### src/rtl/arb_pkg.sv
// Shared constants, action encodings and FSM state type for the trade-report framer.
package arb_pkg;

  localparam logic [7:0] DEFAULT_HEADER = 8'hAA;
  localparam logic [7:0] DEFAULT_FOOTER = 8'h55;

  localparam logic [7:0] ACT_NONE  = 8'h00;
  localparam logic [7:0] ACT_BUY_A = 8'h01;
  localparam logic [7:0] ACT_BUY_B = 8'h02;

  // The header byte is issued on the IDLE exit, so no separate header state is needed.
  typedef enum logic [2:0] {
    ST_IDLE,
    ST_ACTION,
    ST_PROFIT,
    ST_CHECK,
    ST_FOOTER
  } frame_state_t;

  function automatic int unsigned frame_len(input int unsigned profit_bytes, input bit checksum_en);
    return 3 + profit_bytes + (checksum_en ? 1 : 0);
  endfunction

endpackage

### src/rtl/arb_report_fifo.sv
// Small first-word-fall-through report queue; dout always shows the head entry.
module arb_report_fifo #(
  parameter int WIDTH = 24,
  parameter int DEPTH = 4
) (
  input  logic                     clk,
  input  logic                     rst,
  input  logic                     push,
  input  logic                     pop,
  input  logic [WIDTH-1:0]         din,
  output logic [WIDTH-1:0]         dout,
  output logic [$clog2(DEPTH):0]   level,
  output logic                     full,
  output logic                     empty
);

  localparam int AW = $clog2(DEPTH);
  localparam logic [AW:0] LEVEL_ONE  = (AW+1)'(1);
  localparam logic [AW:0] LEVEL_FULL = (AW+1)'(DEPTH);

  logic [WIDTH-1:0] mem [DEPTH];
  logic [AW-1:0]    wr_ptr_reg;
  logic [AW-1:0]    rd_ptr_reg;
  logic [AW:0]      level_reg;
  logic             do_push;
  logic             do_pop;

  assign full    = (level_reg == LEVEL_FULL);
  assign empty   = (level_reg == '0);
  assign do_push = push && !full;
  assign do_pop  = pop && !empty;
  assign dout    = mem[rd_ptr_reg];
  assign level   = level_reg;

  always_ff @(posedge clk) begin
    if (do_push) mem[wr_ptr_reg] <= din;
  end

  // Pointers wrap naturally because DEPTH is a power of two.
  always_ff @(posedge clk) begin
    if (!rst) begin
      wr_ptr_reg <= '0;
      rd_ptr_reg <= '0;
      level_reg  <= '0;
    end else begin
      if (do_push) wr_ptr_reg <= wr_ptr_reg + 1'b1;
      if (do_pop)  rd_ptr_reg <= rd_ptr_reg + 1'b1;
      case ({do_push, do_pop})
        2'b10:   level_reg <= level_reg + LEVEL_ONE;
        2'b01:   level_reg <= level_reg - LEVEL_ONE;
        default: level_reg <= level_reg;
      endcase
    end
  end

endmodule

### src/rtl/trade_report_framer.sv
// Queues trade reports and serialises each as header/action/profit/checksum/footer bytes for the UART.
module trade_report_framer
  import arb_pkg::*;
#(
  parameter int          PROFIT_BYTES = 2,
  parameter int          FIFO_DEPTH   = 4,
  parameter bit          CHECKSUM_EN  = 1'b1,
  parameter logic [7:0]  HEADER_BYTE  = DEFAULT_HEADER,
  parameter logic [7:0]  FOOTER_BYTE  = DEFAULT_FOOTER
) (
  input  logic                            clk,
  input  logic                            rst,
  input  logic                            report_valid,
  input  logic [7:0]                      trade_action,
  input  logic [8*PROFIT_BYTES-1:0]       profit,
  input  logic                            tx_busy,
  output logic                            tx_en,
  output logic [7:0]                      tx_data,
  output logic [$clog2(FIFO_DEPTH):0]     fifo_level,
  output logic                            overflow,
  output logic [7:0]                      drop_count
);

  localparam int PW = 8 * PROFIT_BYTES;
  localparam int RW = 8 + PW;
  localparam int IW = (PROFIT_BYTES > 1) ? $clog2(PROFIT_BYTES) : 1;
  localparam logic [IW-1:0] LAST_IDX = IW'(PROFIT_BYTES - 1);

  frame_state_t      state_reg;
  logic              tx_en_reg;
  logic [7:0]        tx_data_reg;
  logic [RW-1:0]     frame_reg;
  logic [IW-1:0]     idx_reg;
  logic              overflow_reg;
  logic [7:0]        drop_count_reg;

  logic              report_ok;
  logic              push;
  logic              pop;
  logic              drop;
  logic              issue_ok;
  logic [RW-1:0]     fifo_dout;
  logic              fifo_full;
  logic              fifo_empty;
  logic [7:0]        frame_action;
  logic [PW-1:0]     frame_profit;
  logic [7:0]        profit_byte;
  logic [7:0]        chk_byte;

  assign report_ok = report_valid && (trade_action != ACT_NONE);
  assign push      = report_ok && !fifo_full;
  assign drop      = report_ok && fifo_full;
  assign issue_ok  = !tx_busy && !tx_en_reg;
  assign pop       = (state_reg == ST_IDLE) && !fifo_empty && issue_ok;

  arb_report_fifo #(
    .WIDTH (RW),
    .DEPTH (FIFO_DEPTH)
  ) u_fifo (
    .clk   (clk),
    .rst   (rst),
    .push  (push),
    .pop   (pop),
    .din   ({trade_action, profit}),
    .dout  (fifo_dout),
    .level (fifo_level),
    .full  (fifo_full),
    .empty (fifo_empty)
  );

  assign frame_action = frame_reg[RW-1 -: 8];
  assign frame_profit = frame_reg[PW-1:0];
  assign profit_byte  = frame_profit[{idx_reg, 3'b000} +: 8];

  always_comb begin
    chk_byte = frame_action;
    for (int i = 0; i < PROFIT_BYTES; i++) chk_byte = chk_byte ^ frame_profit[8*i +: 8];
  end

  // Every state waits for the issue window, so strobes are never back to back.
  always_ff @(posedge clk) begin
    if (!rst) begin
      state_reg   <= ST_IDLE;
      tx_en_reg   <= 1'b0;
      tx_data_reg <= 8'h00;
      frame_reg   <= '0;
      idx_reg     <= '0;
    end else begin
      tx_en_reg   <= 1'b0;
      tx_data_reg <= 8'h00;
      if (issue_ok) begin
        case (state_reg)
          ST_IDLE: begin
            if (!fifo_empty) begin
              frame_reg   <= fifo_dout;
              tx_en_reg   <= 1'b1;
              tx_data_reg <= HEADER_BYTE;
              state_reg   <= ST_ACTION;
            end
          end
          ST_ACTION: begin
            tx_en_reg   <= 1'b1;
            tx_data_reg <= frame_action;
            idx_reg     <= LAST_IDX;
            state_reg   <= ST_PROFIT;
          end
          ST_PROFIT: begin
            tx_en_reg   <= 1'b1;
            tx_data_reg <= profit_byte;
            if (idx_reg == '0) state_reg <= CHECKSUM_EN ? ST_CHECK : ST_FOOTER;
            else               idx_reg   <= idx_reg - 1'b1;
          end
          ST_CHECK: begin
            tx_en_reg   <= 1'b1;
            tx_data_reg <= chk_byte;
            state_reg   <= ST_FOOTER;
          end
          ST_FOOTER: begin
            tx_en_reg   <= 1'b1;
            tx_data_reg <= FOOTER_BYTE;
            state_reg   <= ST_IDLE;
          end
          default: state_reg <= ST_IDLE;
        endcase
      end
    end
  end

  always_ff @(posedge clk) begin
    if (!rst) begin
      overflow_reg   <= 1'b0;
      drop_count_reg <= 8'h00;
    end else if (drop) begin
      overflow_reg <= 1'b1;
      if (drop_count_reg != 8'hFF) drop_count_reg <= drop_count_reg + 8'h01;
    end
  end

  assign tx_en      = tx_en_reg;
  assign tx_data    = tx_data_reg;
  assign overflow   = overflow_reg;
  assign drop_count = drop_count_reg;

endmodule

### config.mk
export PLATFORM = sky130hd
export DESIGN_NAME = trade_report_framer
export DESIGN_NICKNAME = d
export VERILOG_FILES = /design/src/rtl/arb_pkg.sv /design/src/rtl/arb_report_fifo.sv /design/src/rtl/trade_report_framer.sv
export SDC_FILE = /design/constraint.sdc
export NUM_CORES = 1
export LEC_CHECK = 0
export CAP_MARGIN = 20
export CELL_PAD_IN_SITES_DETAIL_PLACEMENT = 1
export CELL_PAD_IN_SITES_GLOBAL_PLACEMENT = 1
export CORE_UTILIZATION = 48
export CTS_CLUSTER_DIAMETER = 60
export CTS_CLUSTER_SIZE = 40
export DETAILED_ROUTE_END_ITERATION = 16
export HOLD_SLACK_MARGIN = 0.1
export PLACE_DENSITY_LB_ADDON = 0.1
export SLEW_MARGIN = 0
export SYNTH_ARGS = -nofsm -noshare
export SYNTH_HDL_FRONTEND = slang
export SYNTH_SLANG_ARGS = --single-unit
### constraint.sdc
create_clock -name clk -period 3.3 [get_ports clk]
set_clock_uncertainty 0.2 [all_clocks]
set_input_delay 0.495 -clock clk [delete_from_list [all_inputs] [get_ports clk]]
set_output_delay 0.495 -clock clk [all_outputs]
set_load 0.02 [all_outputs]
==> summary.md <==
| Metric | Value |
|---|---|
| Yosys top cell by area | `edfxtp_1` |
| Synth top area share | `between 40% and 50%` |
| CP required | `between 3000 and 4000 ps` |
| Critical Path End Type | `flop` |
| Num Clock Sinks | `around 150` |
| Input/output buffers | `between 40 and 50` |
| Register bit total from synthesis | `about 150` |
| Area of the mapped netlist | `roughly 6000 sq um` |
| Core Region | `~12000 sq um` |
| Vias | `roughly 3700` |
| Routability cong. | `0.760` |
| Drt wl/cell | `18.4 um` |
| Combinational power share | `22.4%` |
| RSZ-0062 raised after global routing | `no` |
| Total grt overflow | `0` |
| Max-slew violations | `0` |
| Tcrit/Tclk final | `around nine tenths` |
| Mapped Nets | `roughly 470` |
| CP dominant cell by count | `or3_1` |
| Share of layout cells above drive strength 1 | `14.8%` |
| Die span in y | `between 100 and 150 um` |
| Prevailing post-synth register cell | `edfxtp_1` |
| Largest net degree at the start of global routing | `32` |
| Synth area leaders | `edfxtp_1 (48%), dfxtp_1 (18%), mux4_2 (9.0%), nand2_1 (3.8%), a21oi_1 (3.7%)` |
| Cells along the critical path | `clkdlybuf4s50_1, or3_1, or4_1, clkinv_4, ha_1, inv_1, fa_1, xor2_1, or3_1, a21oi_1` |
| First-pass GRT wire length | `a little over 20000 um` |
| Worst setup SP type | `primary input` |
| CP max FO | `2` |
| DRC | `0` |
| Critical path's largest stage delay | `490 ps` |
| Chip Width | `approximately 110 um` |
| Detail Placement HPWL | `about 7900 um` |
| Count of nets after finishing | `between 500 and 600` |
| Worst-case vdd ir drop | `0.000386 V` |
| FMAX | `341 MHz` |
| Tot GR Track Use | `~21%` |
| Async set or reset register ratio after synthesis | `0%` |
| Final setup viols | `0` |
| Yosys warning count | `0` |
| Area grow syn2layout | `21.9%` |
| Starting Density | `between 40% and 50%` |
| H-tree levels | `4` |
| Setup ws final | `between 300 and 400 ps` |
| Drt initial violations | `~190` |
| Seq pwr share | `43.8%` |
| Final min period | `roughly 3000 ps` |
| Worst-margin pin slew | `around 760 ps` |
| Post-synth EDFFs | `96` |
| Antenna cells | `0` |
| Sw frac | `~28%` |
| Initial antenna violation count | `0` |
| Final Hold Fails | `0` |
| Worst hold path class | `flop to flop` |
| Synth cell types | `45` |
| CTS tree | `built` |
| Slowest CP cell | `or4_1` |
| Hold_buf cts | `0` |
| CP arrival | `3070 ps` |
| Most frequent cells in the layout | `edfxtp_1 (96), nand2_1 (60), dfxtp_1 (52), clkdlybuf4s50_1 (48), a21oi_1 (44)` |
| P per Cell Area | `761 nW/um^2` |
| Pre-CTS setup slack | `-47.2 ps` |
| Max reg flops | `96` |
| TritonCTS Buffers | `17` |
| I/O pin cnt | `between 40 and 50` |
| Clock power share | `approximately a third` |
| TNS Setup | `0 ps` |
| WL final | `about 13000 um` |
| Clk Latency, worst-skew pair | `420 ps` |
| Post-CTS Setup Inserts | `0` |
| Register area share after synthesis | `between 60% and 70%` |
| Worst r2r path cells | `9` |
| Post-CTS Resized | `0` |
| Cell count of the worst hold path | `2` |
| Mapped Cells | `between 400 and 500` |
| Post-route ant nets | `0` |
| Setup CP Type | `primary input to flop` |
| Outcome | `finished, final reports clean` |
| Pleak | `0.00240 uW` |
| Row cnt | `40` |
| Longest Clk Path Bufs | `2` |
| Post-synthesis area per instance | `~14 sq um` |
| Clock root cell | `clkbuf_16` |
| Vias in the first global route | `roughly 3900` |
| Switch Pwr | `around 1600 uW` |
| Vias/cell | `about 5.4` |
| Cell Int Power | `about 4000 uW` |
| Max cap viols | `0` |
| Most common cell after layout, fill and taps aside | `edfxtp_1` |
| Die Area | `12900 sq um` |
| Clock-pin slew on the worst setup and hold paths | `~60 ps` |
| Slew HR | `between 40% and 50%` |
| Router iterations before antenna repair | `4` |
[cell type report]
type | instances | area, sq um
Timing Repair Buffer | 67 | 623
Tap cell | 168 | 210
Clock inverter | 6 | 68.8
Inverter | 12 | 50.0
Fill cell | 1185 | 4800
Clock buffer | 26 | 520
Multi-Input combinational cell | 253 | 1890
Sequential cell | 149 | 3950
[through the flow]
stage | utilization (%) | total power (uW) | hold slack [ps] | instance area [sq um] | std cells
after global routing | 60.3 | 5830 | 298 | 7310 | 681
after detailed placement | 55.5 | 3730 | 236 | 6720 | 649
after CTS | 60.3 | 5620 | 244 | 7310 | 681
after floorplan | - | 3310 | 245 | 6000 | 438
final | 60.3 | 5560 | 242 | 7310 | 681
after global placement | 55.5 | 3690 | 233 | 6720 | 649
[Yosys cell counts, drive strengths merged (9+ instances only)]
| cell | number |
|---|---|
| o21ai | 16 |
| mux4 | 24 |
| edfxtp | 96 |
| nand2b | 9 |
| nand2 | 60 |
| dfxtp | 53 |
| mux2i | 10 |
| inv | 10 |
| nor2 | 12 |
| clkbuf | 16 |
| a21oi | 44 |
| xor2 | 14 |
[power by group through the flow]
stage / Combinational, uW / Sequential, uW / Clock, uW
3_3_place_gp: 1230 / 2460 / 0
4_1_cts: 1270 / 2440 / 1910
3_5_place_dp: 1250 / 2480 / 0
5_1_grt: 1380 / 2460 / 1990
2_1_floorplan: 868 / 2440 / 0
6_report: 1240 / 2430 / 1880
[path summary, 6_finish.rpt]
path	end	slack (ps)	startpoint
worst max-delay path	u_fifo.level[2]$_SDFFE_PN0P_	360	tx_busy
worst min-delay path	overflow$_SDFFE_PN0P_	240	overflow$_SDFFE_PN0P_
worst max register to register	u_fifo.level[2]$_SDFFE_PN0P_	480	tx_en$_SDFF_PN0_
worst min register to register	overflow$_SDFFE_PN0P_	240	overflow$_SDFFE_PN0P_
[logic make-up after synthesis]
family	share of synthesized area (%)
AO/OA/AOI/OAI	7.39
XOR/XNOR	2.34
adder cells (fa/ha/maj)	1.59
buffers and inverters	2.69
flip-flops	65.8
multiplexers	10.7
AND/OR/NAND/NOR	9.54
[worst max-delay path, delay by kind of cell]
family / cells / cell delay [ps]
xor gates and xnor gates: 1 / 160
and+or+nand+nor: 3 / 1170
adders and majority gates: 2 / 540
AOI/OAI and AO/OA: 1 / 160
buffers and inverters: 3 / 560
[routing by layer]
layer  share of wire [%]  GRT usage (%)  vias up
li1                    -              -     1755
met1                  46           27.0     1841
met2                  49           35.4       68
met3                 3.4           5.26       15
met4                 1.6           8.95        0
met5                   0              0        -
Note: power is estimated with default switching activity, not from simulation.
